===== config.mk =====
export PLATFORM = sky130hd
export DESIGN_NAME = spi_read_master_flat
export DESIGN_NICKNAME = d
export VERILOG_FILES = /design/src/rtl/spi_read_master_if.sv /design/src/rtl/spi_read_master.sv /design/src/flat_wrapper.sv
export SDC_FILE = /design/constraint.sdc
export NUM_CORES = 1
export LEC_CHECK = 0
export CAP_MARGIN = 20
export CORE_UTILIZATION = 50
export DETAILED_ROUTE_END_ITERATION = 12
export PLACE_DENSITY = 0.76
export SYNTH_ARGS = -nofsm -noshare
export SYNTH_HDL_FRONTEND = slang
export SYNTH_SLANG_ARGS = --single-unit

===== constraint.sdc =====
create_clock -name clk -period 1.8 [get_ports clk]
set_clock_uncertainty 0.1 [all_clocks]
set_input_delay 0.18 -clock clk [delete_from_list [all_inputs] [get_ports clk]]
set_output_delay 0.18 -clock clk [all_outputs]
set_load 0.1 [all_outputs]

===== src/rtl/spi_read_master_if.sv =====
`default_nettype none
// ============================================================================
//  Module      : spi_read_master_if
//  Description : Bundles the host handshake (start/adr/busy/done/data_out)
//                and the SPI pins (sclk/mosi/cs/miso) of spi_read_master.
//                master modport : the SPI read master itself
//                slave modport  : the host plus the SPI slave as one peer
//  Revision    : 1.0 - initial release
// ============================================================================
interface spi_read_master_if #(
    parameter int Nbit = 32,
    parameter int ABIT = 8
);
    logic            start;
    logic [ABIT-1:0] adr;
    logic            busy;
    logic            done;
    logic [Nbit-1:0] data_out;
    logic            sclk;
    logic            mosi;
    logic            cs;
    logic            miso;

    modport master (
        input  start, adr, miso,
        output busy, done, data_out, sclk, mosi, cs
    );

    modport slave (
        output start, adr, miso,
        input  busy, done, data_out, sclk, mosi, cs
    );
endinterface
`default_nettype wire


===== src/rtl/spi_read_master.sv =====
`default_nettype none
// ============================================================================
//  Module      : spi_read_master
//  Description : SPI read master. On start it lowers cs, waits CS_SETUP clks,
//                shifts out an ABIT address MSB first, idles one clk, clocks
//                in an Nbit word MSB first, waits CS_HOLD clks, raises cs and
//                pulses done with the word on data_out.
//  Ports       : clk  - rising-edge clock
//                rst  - asynchronous reset, active low
//                bus  - spi_read_master_if.master (start, adr, busy, done,
//                       data_out, sclk, mosi, cs, miso)
//  Revision    : 1.0 - initial release
// ============================================================================
module spi_read_master #(
    parameter int Nbit     = 32,
    parameter int ABIT     = 8,
    parameter int DLITL    = 5,
    parameter int CS_SETUP = 10,
    parameter int CS_HOLD  = 10
) (
    input  wire logic           clk,
    input  wire logic           rst,
    spi_read_master_if.master   bus
);

    // One counter serves the setup, hold and per-bit phases; size it for the
    // longest of them so it never wraps inside a phase.
    localparam int C_PER     = 2 * DLITL;
    localparam int C_CS_MAX  = (CS_SETUP > CS_HOLD) ? CS_SETUP : CS_HOLD;
    localparam int C_CNT_MAX = (C_CS_MAX > C_PER) ? C_CS_MAX : C_PER;
    localparam int C_CW      = $clog2(C_CNT_MAX + 1);
    localparam int C_BIT_MAX = (ABIT > Nbit) ? ABIT : Nbit;
    localparam int C_BW      = $clog2(C_BIT_MAX + 1);

    localparam logic [C_CW-1:0] C_SETUP_LAST = C_CW'(CS_SETUP - 1);
    localparam logic [C_CW-1:0] C_HOLD_LAST  = C_CW'(CS_HOLD - 1);
    localparam logic [C_CW-1:0] C_HALF       = C_CW'(DLITL);
    localparam logic [C_CW-1:0] C_HALF_LAST  = C_CW'(DLITL - 1);
    localparam logic [C_CW-1:0] C_PER_LAST   = C_CW'(C_PER - 1);
    localparam logic [C_BW-1:0] C_ABIT_LAST  = C_BW'(ABIT - 1);
    localparam logic [C_BW-1:0] C_NBIT_LAST  = C_BW'(Nbit - 1);

    typedef enum logic [2:0] {
        IDLE  = 3'd0,
        SETUP = 3'd1,
        ADDR  = 3'd2,
        GAP   = 3'd3,
        READ  = 3'd4,
        HOLD  = 3'd5,
        DONE  = 3'd6
    } state_t;

    state_t          r_state, w_state_nxt;
    logic [C_CW-1:0] r_cnt,   w_cnt_nxt;
    logic [C_BW-1:0] r_bit,   w_bit_nxt;
    logic [ABIT-1:0] r_adr,   w_adr_nxt;
    logic [Nbit-1:0] r_shift, w_shift_nxt;
    logic [Nbit-1:0] r_data,  w_data_nxt;
    logic            r_cs,    w_cs_nxt;
    logic            r_sclk,  w_sclk_nxt;
    logic            r_mosi,  w_mosi_nxt;
    logic            r_busy,  w_busy_nxt;
    logic            r_done,  w_done_nxt;

    always_ff @(posedge clk or negedge rst) begin
        if (!rst) begin
            r_state <= IDLE;
            r_cnt   <= '0;
            r_bit   <= '0;
            r_adr   <= '0;
            r_shift <= '0;
            r_data  <= '0;
            r_cs    <= 1'b1;
            r_sclk  <= 1'b0;
            r_mosi  <= 1'b1;
            r_busy  <= 1'b0;
            r_done  <= 1'b0;
        end else begin
            r_state <= w_state_nxt;
            r_cnt   <= w_cnt_nxt;
            r_bit   <= w_bit_nxt;
            r_adr   <= w_adr_nxt;
            r_shift <= w_shift_nxt;
            r_data  <= w_data_nxt;
            r_cs    <= w_cs_nxt;
            r_sclk  <= w_sclk_nxt;
            r_mosi  <= w_mosi_nxt;
            r_busy  <= w_busy_nxt;
            r_done  <= w_done_nxt;
        end
    end

    always_comb begin
        w_state_nxt = r_state;
        w_cnt_nxt   = r_cnt;
        w_bit_nxt   = r_bit;
        w_adr_nxt   = r_adr;
        w_shift_nxt = r_shift;
        w_data_nxt  = r_data;

        case (r_state)
            IDLE: begin
                if (bus.start) begin
                    w_state_nxt = SETUP;
                    w_cnt_nxt   = '0;
                    w_bit_nxt   = '0;
                    w_adr_nxt   = bus.adr;
                    w_shift_nxt = '0;
                end
            end
            SETUP: begin
                if (r_cnt == C_SETUP_LAST) begin
                    w_state_nxt = ADDR;
                    w_cnt_nxt   = '0;
                end else begin
                    w_cnt_nxt = r_cnt + 1'b1;
                end
            end
            ADDR: begin
                if (r_cnt == C_PER_LAST) begin
                    w_cnt_nxt = '0;
                    // Next address bit moves into the MSB, which drives mosi.
                    w_adr_nxt = {r_adr[ABIT-2:0], 1'b1};
                    if (r_bit == C_ABIT_LAST) begin
                        w_state_nxt = GAP;
                        w_bit_nxt   = '0;
                    end else begin
                        w_bit_nxt = r_bit + 1'b1;
                    end
                end else begin
                    w_cnt_nxt = r_cnt + 1'b1;
                end
            end
            GAP: begin
                w_state_nxt = READ;
                w_cnt_nxt   = '0;
                w_bit_nxt   = '0;
            end
            READ: begin
                // This edge ends the high half, i.e. it is the sclk fall.
                if (r_cnt == C_HALF_LAST) begin
                    w_shift_nxt = {r_shift[Nbit-2:0], bus.miso};
                end
                if (r_cnt == C_PER_LAST) begin
                    w_cnt_nxt = '0;
                    if (r_bit == C_NBIT_LAST) begin
                        w_state_nxt = HOLD;
                        w_bit_nxt   = '0;
                    end else begin
                        w_bit_nxt = r_bit + 1'b1;
                    end
                end else begin
                    w_cnt_nxt = r_cnt + 1'b1;
                end
            end
            HOLD: begin
                if (r_cnt == C_HOLD_LAST) begin
                    w_state_nxt = DONE;
                    w_cnt_nxt   = '0;
                    w_data_nxt  = r_shift;
                end else begin
                    w_cnt_nxt = r_cnt + 1'b1;
                end
            end
            DONE: begin
                w_state_nxt = IDLE;
            end
            default: begin
                w_state_nxt = IDLE;
            end
        endcase

        // Pin values are decoded from the next state so they come straight
        // out of flops and change on the same edge as the state.
        w_cs_nxt   = 1'b1;
        w_sclk_nxt = 1'b0;
        w_mosi_nxt = 1'b1;
        w_busy_nxt = (w_state_nxt != IDLE);
        w_done_nxt = 1'b0;
        case (w_state_nxt)
            SETUP, GAP, HOLD: begin
                w_cs_nxt = 1'b0;
            end
            ADDR: begin
                w_cs_nxt   = 1'b0;
                w_sclk_nxt = (w_cnt_nxt >= C_HALF);
                w_mosi_nxt = w_adr_nxt[ABIT-1];
            end
            READ: begin
                w_cs_nxt   = 1'b0;
                w_sclk_nxt = (w_cnt_nxt < C_HALF);
            end
            DONE: begin
                w_done_nxt = 1'b1;
            end
            default: begin
            end
        endcase
    end

    assign bus.cs       = r_cs;
    assign bus.sclk     = r_sclk;
    assign bus.mosi     = r_mosi;
    assign bus.busy     = r_busy;
    assign bus.done     = r_done;
    assign bus.data_out = r_data;

endmodule
`default_nettype wire

===== src/flat_wrapper.sv =====
// flat-port wrapper written by rule: the top's interface ports become plain ports
module spi_read_master_flat 
#(
    parameter int Nbit     = 32,
    parameter int ABIT     = 8,
    parameter int DLITL    = 5,
    parameter int CS_SETUP = 10,
    parameter int CS_HOLD  = 10
)
  (clk, rst, bus_start, bus_adr, bus_miso, bus_busy, bus_done, bus_data_out, bus_sclk, bus_mosi, bus_cs);
  spi_read_master_if #(.Nbit(Nbit), .ABIT(ABIT)) bus_i ();
  input  wire logic clk;
  input  wire logic rst;
  input wire logic [$bits(bus_i.start)-1:0] bus_start;
  input wire logic [$bits(bus_i.adr)-1:0] bus_adr;
  input wire logic [$bits(bus_i.miso)-1:0] bus_miso;
  output wire logic [$bits(bus_i.busy)-1:0] bus_busy;
  output wire logic [$bits(bus_i.done)-1:0] bus_done;
  output wire logic [$bits(bus_i.data_out)-1:0] bus_data_out;
  output wire logic [$bits(bus_i.sclk)-1:0] bus_sclk;
  output wire logic [$bits(bus_i.mosi)-1:0] bus_mosi;
  output wire logic [$bits(bus_i.cs)-1:0] bus_cs;
  assign bus_i.start = bus_start;
  assign bus_i.adr = bus_adr;
  assign bus_i.miso = bus_miso;
  assign bus_busy = bus_i.busy;
  assign bus_done = bus_i.done;
  assign bus_data_out = bus_i.data_out;
  assign bus_sclk = bus_i.sclk;
  assign bus_mosi = bus_i.mosi;
  assign bus_cs = bus_i.cs;
  spi_read_master #(.Nbit(Nbit), .ABIT(ABIT), .DLITL(DLITL), .CS_SETUP(CS_SETUP), .CS_HOLD(CS_HOLD)) u_core (.clk(clk), .rst(rst), .bus(bus_i));
endmodule

==> After elaboration in Yosys (flattened, before gate mapping) <==
Cells that the tools add are included.
W data, S select, Z words.
{ "word_totals": {"reg_bits": 90, "in_bits": 12, "output_inout_bits": 37} }
{ "classes": {"add_sub_neg": 2, "n_lt_le_gt_ge": 2, "n_eq_ne": 19, "mux": 27, "n_reduce_logical": 11} }
{ "op_table": {"columns": ["operator", "count"], "rows": [
  ["$mux W32", 2],
  ["$pmux W32 S2", 1],
  ["$mux W6", 5],
  ["$pmux W6 S4", 1],
  ["$mux W3", 7],
  ["$pmux W3 S6", 1],
  ["$mux W8", 2],
  ["$pmux W8 S2", 1],
  ["$eq A3 B3 Y1 const B", 5],
  ["$eq A3 B2 Y1 const B", 4],
  ["$pmux W4 S3", 1],
  ["$mux W4", 2],
  ["$add A6 B1 Y6 const B", 1],
  ["$eq A3 B1 Y1 const B", 2],
  ["$eq A6 B3 Y1 const B", 1],
  ["$eq A6 B5 Y1 const B", 1],
  ["$ne A2 B1 Y1 const B", 3],
  ["$reduce_and A3 Y1", 2],
  ["$reduce_or A5 Y1", 1],
  ["$add A4 B1 Y4 const B", 1],
  ["$eq A4 B3 Y1 const B", 1],
  ["$eq A4 B4 Y1 const B", 1],
  ["$ge A4 B3 Y1 const B", 1],
  ["$lt A4 B3 Y1 const B", 1],
  ["10 further kinds", 13]
]} }

==> Depth between registers and ports, before layout <==
Gate-level depths: netlist (run 1).
{ "depth": {"ltp_word": 7, "mapped_depth": 8} }

==> Worst setup path before layout (run 1) <==
OpenSTA, ideal clock, no wires.
{ "synth_timing": {"path_type": "reg-to-reg", "from": "register u_core.r_cnt[1]", "to": "register u_core.r_data[16], in the netlist u_core.bus.data_out[16]", "setup_ns": 0.125, "arrival_time_ns": 1.682, "setup_slack_ns": -0.108, "stages_incl_launch_ff": 8, "path_buffers": 1, "synth_period_minus_slack_ns": 1.908, "path_cell_list": "dfrtp_1 > inv_1 > ha_1 > and3b_2 > nand2_1 > nor2_4 > buf_4 > mux2_2"} }
{ "synth_via": {"elab_chain_cells": 2} }
{ "synth_lines": {"columns": ["item", "line_no", "source"], "rows": [
  ["start, declared", "spi_read_master.sv:54", "logic [C_CW-1:0] r_cnt, w_cnt_nxt;"],
  ["start signal, assigned", "spi_read_master.sv:80", "r_cnt <= w_cnt_nxt;"],
  ["$eq A4 B4 Y1", "spi_read_master.sv:157", "if (r_cnt == C_HOLD_LAST) begin"],
  ["$reduce_and A2 Y1 (no line)", null, null],
  ["end signal, assigned", "spi_read_master.sv:84", "r_data <= w_data_nxt;"],
  ["end, declared", "spi_read_master.sv:58", "logic [Nbit-1:0] r_data, w_data_nxt;"]
]} }
No other way between the ends.
A chain may end at the register's enable or synchronous reset.

==> Worst setup path after layout (run 1) <==
Ends and elaborated chain as after synthesis.

==> results_dict.tcl, run 1 <==
set metrics [dict create \
    cts_max_level 3 \
    grt_use_total_pct 21.1 \
    pre_cts_ws_ns -0.146 \
    pwr-share-seq_pct 58.4 \
    swShare_pct 23.0 \
    grt_max_degree 65 \
    cts_buffers 9 \
    cts_buffer_depth 2 \
    syn_to_final_growth_pct 30.7 \
    synth_largest_area_cell "dfrtp_1" \
    drc_errors 0 \
    die-area_um2 8220 \
    violations "setup timing" \
    drive_above_1_share_pct 33.9 \
    grt_pass1_vias 2979 \
    fill_cells 534 \
    powerDensity_nw_per_um2 698 \
    endpoint_kind "flip-flop" \
    critical_path_class "flip-flop to flip-flop" \
    cts_sinks 90 \
    cp_slowest_stage_delay_ns 0.40 \
    ys_ff_latch 90 \
    yosys_warnings 0 \
    start_kind "flip-flop" \
    nets 454 \
    gp_congestion 0.873 \
    place_inst 519 \
    arrival_ns 1.99 \
    max_slew.worst_pin.slew_ns 0.444 \
    avgSynthCellArea_um2 10.8 \
    required_ns 1.93 \
    antenna_found_initial 0 \
    gr-total-overflow 0 \
    vias_per_cell 5.34 \
    pwr-share-comb_pct 3.5 \
    setup_viol 36 \
    synth_top_area_share_pct 56.0 \
    clock_latency_ns 0.36 \
    maxCapViolations 0 \
    crit_path_cell_trace "inv_2 -> ha_4 -> and3b_2 -> nand2_2 -> nor2_4 -> buf_12 -> mux2_2" \
    core-area_um2 7410 \
    p_leak_uw 0.00244 \
    internal_power_uw 2760 \
    finalHoldViolCount 0 \
    synth-seq-area-share_pct 57.4 \
    antennaDiodeCount 0 \
    worstHoldPathType "input port to asynchronous set/reset pin" \
    status "complete, but fails checks" \
    grt_pass1_wl_um 13900 \
    ioPinCount 49 \
    final-max-slew-violation-count 0 \
    start_util_pct 53.0 \
    cts-root-buf "clkbuf_8" \
    ant_nets 0 \
    wl_per_cell_um 15.2 \
    synthTopCellsByArea "dfrtp_1, nand2_1, mux2_2" \
    vias 2894 \
    synth.distinct_cells 52 \
    core.rowCount 31 \
    async_flop_share_pct 100 \
    synth-edff-count 0 \
    drtIter0Drc 161 \
    drt-pass1-iter-count 4 \
    setup-tns-final_ns -1.06 \
    crit_buf_inv 2 \
    crit_path_top_delay_cell "dfrtp_1" \
    pwr-share-clk_pct 38.1 \
    final_core_util_pct 69.3 \
    final_cell_count_no_fill 542 \
    ys_dominant_reg_cell "dfrtp_1" \
    setup_slack_ns -0.0570 \
    layout.cells.most_common "nand2_1" \
    routed_wl_um 8250 \
    dp_hpwl_um 5470 \
    cp_max_fo 19 \
    netlist_area_um2 3930 \
    p_switching_uw 823 \
    ir_drop_mv 0.379 \
    rsz0062_at_grt "true" \
    synth_nets 380 \
    synth_cells 364 \
    cts.clk_slew.worst_paths_ns 0.09 \
    cts_tree "built" \
    port_buffers 48 \
    layout_common_cells "nand2_1, dfrtp_1, buf_4" \
    finalCriticalPeriod_ns 1.86 \
    maxSlewHeadroom_pct 70.4 \
    die_h_um 90.7 \
    max_clock_freq_mhz 539 \
    path_delay_family "simple AND/OR/NAND/NOR gates" \
    fin_hold_ws_ns 0.181 \
    die_x_um 90.7 \
    r2r_slack_ns -0.06 \
    period_share_pct 103 \
]
routing by layer:
layer | up-vias | share of wire [%] | track usage, %
met1 | 1424 | 45 | 27.1
met3 | 6 | 3.7 | 3.87
li1 | 1400 | - | -
met5 | - | 0 | 0
met2 | 64 | 50 | 35.1
met4 | 0 | 0.85 | 9.14
cells in the mapped netlist, drive strengths merged (2+ instances only):
| cell | n |
|---|---|
| nand2 | 91 |
| a32o | 2 |
| nand2b | 4 |
| dfrtp | 88 |
| inv | 8 |
| a31o | 3 |
| a21oi | 4 |
| a31oi | 5 |
| nor3 | 6 |
| nor2b | 2 |
| clkbuf | 6 |
| a21o | 4 |
| nand3 | 9 |
| ha | 4 |
| nor2 | 12 |
| nor4b | 2 |
| o21ai | 42 |
| dfstp | 2 |
| buf | 12 |
| a22oi | 7 |
| mux2 | 32 |
layout make-up:
cell class	instances	area [µm²]	area share [%]
sequential	90	2260	43.9
tap	99	124	2.41
clock buffer	10	128	2.48
inverter	8	30.0	0.585
clock inverter	6	65.1	1.27
timing repair buffer	81	840	16.3
multi-input combinational	248	1690	33.0
power groups by stage:
stage | Sequential (µW) | Combinational [µW] | Clock [µW]
6_report | 2090 | 125 | 1370
5_1_grt | 2100 | 145 | 1460
4_1_cts | 2090 | 127 | 1390
3_5_place_dp | 2130 | 125 | 0
3_3_place_gp | 2130 | 121 | 0
2_1_floorplan | 2130 | 28.3 | 0
final timing paths:
check / startpoint / endpoint / cells past startpoint
max in group asynchronous: rst / u_core.r_bit[4] / 3
setup reg to reg: u_core.r_cnt[1] / u_core.bus.data_out[16] / 7
min in group clk: bus_adr[1] / u_core.r_adr[1] / 3
hold / removal: rst / u_core.bus.data_out[19] / 2
setup / recovery: u_core.r_cnt[1] / u_core.bus.data_out[16] / 7
hold reg to reg: u_core.r_adr[4] / u_core.r_adr[4] / 2
metrics by stage:
step	total power, µW	area, µm²
after floorplan	2160	3950
after global placement	2250	4740
after detailed placement	2260	4740
after CTS	3600	5000
after global routing	3710	5140
final	3580	5140
repair_timing:
item                                    4_1_cts  5_1_grt
pin swaps                                     4        7
endpoints found under the setup margin       40       74
gates cloned                                  0        0
resized for setup                             6       29
endpoints found under the hold margin        90        0
hold buffers                                  1        0
buffers inserted                              4        2
worst register-to-register path, delay by kind of cell, from the launching register on:
kind / cells / cell delay (ns)
adder cells (fa/ha/maj): 1 / 0.14
buffers and inverters: 2 / 0.27
flip-flops: 1 / 0.40
multiplexers: 1 / 0.35
AND/OR/NAND/NOR: 3 / 0.50
kinds of logic after synthesis:
logic type | count (synthesis) | share of synthesized area, %
multiplexers | 32 | 9.17
buffers and inverters | 26 | 3.50
flip-flops | 90 | 57.4
AO/OA/AOI/OAI | 75 | 12.4
XOR/XNOR | 1 | 0.223
AND/OR/NAND/NOR | 136 | 16.0
adder cells (fa/ha/maj) | 4 | 1.27
state kept, by name, indices dropped and copies added, names as in the netlist:
signal	cells
u_core.bus.sclk	1
u_core.r_state	3
u_core.bus.data_out	32
u_core.r_shift	32
u_core.r_adr	8
u_core.bus.cs	1
u_core.r_cnt	4
u_core.bus.done	1
u_core.r_bit	6
u_core.bus.busy	1
u_core.bus.mosi	1
Note: power is estimated with default switching activity, not from simulation.
==> run 2, diff against run 1 <==
CORE_ASPECT_RATIO = 2   (was unset)
SLEW_MARGIN = 20   (was unset)
==> run 2 against run 1 <==
The run still ends with setup timing left. Sequential share of layout area fell by 1.6 points. Clock power rose by 26%. Clock-buffer cell count rose by 2. Routed wire length rose by 3.9%. Cell count rose by 1.5%. Die area rose by 0.27%. Highest routed layer unchanged. Utilization rose by 0.74 points. Via count rose by 3.6%. Largest power group unchanged. Combinational power barely moved. Non-clock buffer count rose by 13.
==> results_dict.tcl, run 2 (synthesis results as in run 1) <==
set metrics [dict create \
    maxCapViolations 0 \
    drtIter0Drc 204 \
    nets 467 \
    startpoint "u_core.r_cnt[1]" \
    fill_cells 555 \
    setup_viol 39 \
    cts_buffers 9 \
    post_dp_cell_area_um2 4810 \
    cp_max_fo 26 \
    cts.clk_slew.worst_paths_ns 0.06 \
    required_ns 1.92 \
    die_x_um 64.7 \
    port_buffers 48 \
    reg2reg_from "u_core.r_cnt[1]" \
    clock_latency_ns 0.34 \
    max_slew.worst_pin.slew_ns 0.505 \
    place_inst 519 \
    cts_buffer_depth 2 \
    grt_pass1_vias 3112 \
    maxSlewHeadroom_pct 66.3 \
    crit_path_top_delay_cell "dfrtp_1" \
    layout_common_cells "nand2_1, dfrtp_1, buf_4" \
    core-area_um2 7600 \
    cp_slowest_stage_delay_ns 0.39 \
    antennaDiodeCount 0 \
    layout.cells.most_common "nand2_1" \
    max_clock_freq_mhz 534 \
    cts_max_level 3 \
    arrival_ns 1.99 \
    ir_drop_mv 0.447 \
    final_cell_count_no_fill 550 \
    ioPinCount 49 \
    dp_hpwl_um 5900 \
    grt_pass1_wl_um 14300 \
    drt-pass1-iter-count 4 \
    ant_nets 0 \
    die-area_um2 8240 \
    core.rowCount 45 \
    die_h_um 127 \
    period_share_pct 104 \
    finalCriticalPeriod_ns 1.87 \
    finalInstanceArea_um2 5330 \
    status "complete, but fails checks" \
    cts_tree "built" \
    rsz0062_at_grt "true" \
    drc_errors 0 \
    syn_to_final_growth_pct 35.5 \
    drive_above_1_share_pct 36.6 \
    gp_congestion 0.896 \
    power_uw 3940 \
    vias 2998 \
    grt_max_degree 52 \
    start_kind "flip-flop" \
    grt_use_total_pct 23.0 \
    wl_per_cell_um 15.6 \
    routed_wl_um 8570 \
    setup_slack_ns -0.0712 \
    powerDensity_nw_per_um2 739 \
    finalHoldViolCount 0 \
    cts_sinks 90 \
    antenna_found_initial 0 \
    cts-root-buf "clkbuf_16" \
    vias_per_cell 5.45 \
    violations "setup timing" \
    endpoint_kind "flip-flop" \
    final-max-slew-violation-count 0 \
    gr-total-overflow 0 \
    crit_path_cell_trace "inv_2 -> ha_4 -> and3b_2 -> nand2_2 -> nor2_4 -> buf_12 -> mux2_2" \
    start_util_pct 51.7 \
    critical_path_class "flip-flop to flip-flop" \
    p_leak_uw 0.00252 \
    worstHoldPathType "input port to asynchronous set/reset pin" \
]
run 2: cell types whose count changed in the layout (fill, tap and decap cells not counted), moves of 2 or more:
cell	before	now
buf_12	16	20
buf_4	53	61
clkbuf_16	0	9
clkbuf_8	9	1
clkinvlp_4	1	3
ha_4	3	1
mux2_2	20	30
mux2_4	10	0
nand2_1	89	87
nand2_2	2	4
nand3_1	9	7
nand3_2	0	2
nor3_4	1	3
run 2: worst max-delay path, delay by kind of cell, from the launching register on:
kind          cells  cell delay [ns]
simple gates      3             0.47
mux               1             0.36
buf+inv           2             0.28
flops             1             0.39
fa+ha+maj         1             0.13
run 2: report_power, final:
group / switching (µW) / leakage [µW] / internal, µW / total, µW
clock: 747 / 0.000125 / 971 / 1720
sequential: 32.2 / 0.00112 / 2060 / 2100
combinational: 72.7 / 0.00128 / 50.8 / 123
run 2: per-stage QoR:
| stage | TNS, ns | util, % | hold WS, ns | worst slack [ns] |
|---|---|---|---|---|
| after CTS | -1.44 | 69.0 | 0.271 | -0.0645 |
| final | -1.77 | 70.1 | 0.258 | -0.0712 |
| after global placement | -0.358 | 63.3 | 0.0877 | -0.0927 |
| after floorplan | -1.28 | - | -0.216 | -0.0456 |
| after detailed placement | -1.60 | 63.3 | 0.0885 | -0.157 |
| after global routing | -3.88 | 70.1 | 0.320 | -0.131 |
run 2: layer usage:
metal  vias to the layer above  GRT usage, %  wire length (µm)
li1                       1433             -                 -
met1                      1483          24.2              3210
met2                        66          42.0              4840
met3                        16          4.29               271
met4                         0          12.2               255
met5                         -             0                 0
run 2: final timing paths:
kind                            cells after the start                       to  slack (ns)
worst max-delay path                                7  u_core.bus.data_out[21]       -0.07
worst min-delay path                                2       u_core.r_shift[24]        0.26
worst max register to register                      7  u_core.bus.data_out[21]       -0.07
worst min register to register                      2          u_core.r_adr[5]        0.38
max in group asynchronous                           3   u_core.bus.data_out[7]        0.71
min in group clk                                    3        u_core.r_shift[0]        0.33
run 2: layout make-up:
type	instances	area [µm²]	area share [%]
sequential	90	2260	42.4
timing repair buffer	94	991	18.6
multi-input combinational	248	1660	31.1
tap	94	118	2.21
clock buffer	12	246	4.63
clock inverter	4	27.5	0.517
inverter	8	30.0	0.564
run 2: repair_timing:
action | 4_1_cts | 5_1_grt
endpoints found under the hold margin | 34 | 0
pin swaps | 9 | 7
hold buffers | 1 | 0
gates resized for setup | 19 | 13
buffers inserted | 9 | 5
setup endpoints to repair | 64 | 42
==> run 3, diff against run 2 <==
PLACE_DENSITY = unset   (was 0.76)
PLACE_DENSITY_LB_ADDON = 0.05   (was unset)
==> run 3 against run 2 <==
The run still ends with setup timing left. Sequential power about the same. First-iteration DRC count decreased by 7.8%. Sequential share of layout area decreased by 0.47 points. Combinational power about the same.
==> results_dict.tcl, run 3 (synthesis results as in run 1) <==
set metrics [dict create \
    status "complete, but fails checks" \
    violations "setup timing" \
    die_h_um 127 \
    vias 2943 \
    antenna_found_initial 0 \
    gp_congestion 0.839 \
    grt_use_total_pct 22.8 \
    drc_errors 0 \
    grt_max_degree 65 \
    ant_nets 0 \
    use_met3_pct 3.84 \
    setup_slack_ns -0.104 \
    rsz0062_at_grt "true" \
    internal_power_uw 3490 \
    drt-pass1-iter-count 4 \
    drive_above_1_share_pct 35.1 \
    pwr-share-comb_pct 2.8 \
    setup_viol 36 \
    maxSlewHeadroom_pct 69.3 \
    final_core_util_pct 70.9 \
    swShare_pct 20.6 \
    layout.cells.most_common "nand2_1" \
    busiest_layer "met2" \
    grt_pass1_vias 3048 \
    cts_buffers 9 \
    grt_use_met2_pct 39.7 \
    cts.clk_slew.worst_paths_ns 0.07 \
    worstHoldPathType "input port to asynchronous set/reset pin" \
    start_util_pct 51.7 \
    finalHoldViolCount 0 \
    r2r-end "u_core.bus.data_out[22]" \
    maxCapViolations 0 \
    core-area_um2 7600 \
    pwr-share-seq_pct 47.7 \
    p_switching_uw 906 \
    powerDensity_nw_per_um2 816 \
    max_slew.worst_pin.slew_ns 0.460 \
    grt_pass1_wl_um 14300 \
    dp_hpwl_um 5590 \
    cts_tree "built" \
    period_share_pct 106 \
    antennaDiodeCount 0 \
    core.rowCount 45 \
    ir_drop_mv 0.541 \
    ff2ff_path_depth 8 \
    ioPinCount 49 \
    final-max-slew-violation-count 0 \
    reg2reg_from "u_core.r_cnt[1]" \
    cp_max_fo 9 \
    gr-total-overflow 0 \
    cts_buffer_depth 2 \
    endpoint_kind "flip-flop" \
    p_leak_uw 0.00254 \
    drtIter0Drc 188 \
    pwr-share-clk_pct 49.5 \
    required_ns 1.92 \
    die_x_um 64.7 \
    cts-root-buf "clkbuf_16" \
    layout_common_cells "nand2_1, dfrtp_1, buf_4" \
    nets 456 \
    max_clock_freq_mhz 525 \
    port_buffers 48 \
    arrival_ns 2.03 \
    grt_util_met1_pct 26.4 \
    finalCriticalPeriod_ns 1.90 \
    syn_to_final_growth_pct 37.1 \
    r2r_slack_ns -0.10 \
    wl_per_cell_um 15.9 \
    critical_path_class "flip-flop to flip-flop" \
    die-area_um2 8240 \
    pre_cts_ws_ns -0.114 \
    clock_latency_ns 0.33 \
    cts_sinks 90 \
    vias_per_cell 5.46 \
    cts_max_level 3 \
    start_kind "flip-flop" \
    routed_wl_um 8570 \
]
## run 3: cell count changes in the layout (fill, tap and decap cells not counted), sizes merged
cell,before,now
bufinv,0,3
buf,83,71
clkbuf,12,10
clkinvlp,3,0
inv,8,11
## run 3: worst max-delay path by stage
stage | endpoint | cells past startpoint | slack, ns | startpoint
floorplan | u_core.r_bit[3] | 7 | -0.05 | u_core.r_cnt[1]
global placement | u_core.r_bit[3] | 7 | -0.07 | u_core.r_cnt[1]
detailed placement | u_core.r_bit[3] | 7 | -0.11 | u_core.r_cnt[1]
CTS | u_core.bus.data_out[26] | 8 | -0.08 | u_core.r_cnt[1]
global route | u_core.bus.data_out[14] | 8 | -0.16 | u_core.r_cnt[1]
finish | u_core.bus.data_out[22] | 8 | -0.10 | u_core.r_cnt[1]
## run 3: final cells by class
class,instances,area [µm²]
Clock inverter,7,124
Fill cell,571,2210
Tap cell,94,118
Clock buffer,9,225
Inverter,8,30.0
Timing Repair Buffer,83,912
Multi-Input combinational cell,248,1720
Sequential cell,90,2260
## run 3: routing by layer
| layer | vias up | part of all wire (%) |
|---|---|---|
| met1 | 1453 | 40 |
| met5 | - | 0 |
| met3 | 17 | 3.1 |
| li1 | 1408 | - |
| met2 | 65 | 54 |
| met4 | 0 | 2.9 |
## run 3: power by group through the flow
stage	registers [µW]	logic [µW]	clock network (µW)
2_1_floorplan	2130	28.3	0
4_1_cts	2100	125	2220
6_report	2100	122	2170
3_5_place_dp	2130	121	0
5_1_grt	2100	142	2280
3_3_place_gp	2130	118	0
## run 3: worst max-delay path, cell delays in order (launching register included)
cell and delay (ns):
dfrtp_1 0.40, inv_2 0.08, ha_4 0.13, and3b_2 0.26, nand2_4 0.08, nor2_4 0.12, buf_6 0.13, clkbuf_16 0.15
mux2_2 0.33
## run 3: per-stage QoR
stage	total power, µW	hold WS, ns	TNS [ns]	area [µm²]	cells
after global placement	2250	0.0521	-0.744	4750	515
after global routing	4520	0.273	-4.63	5390	539
final	4390	0.246	-2.53	5390	539
after detailed placement	2250	0.0577	-2.40	4750	515
after floorplan	2160	-0.216	-1.28	3950	364
after CTS	4440	0.241	-1.46	5260	537
## run 3: repair_timing
| item | CTS | global route |
|---|---|---|
| resized for setup | 26 | 26 |
| endpoints found under the setup margin | 47 | 72 |
| gates cloned | 1 | 1 |
| hold buffers | 1 | 0 |
| setup buffers | 4 | 1 |
| pin swaps | 3 | 6 |
| endpoints found under the hold margin | 28 | 0 |
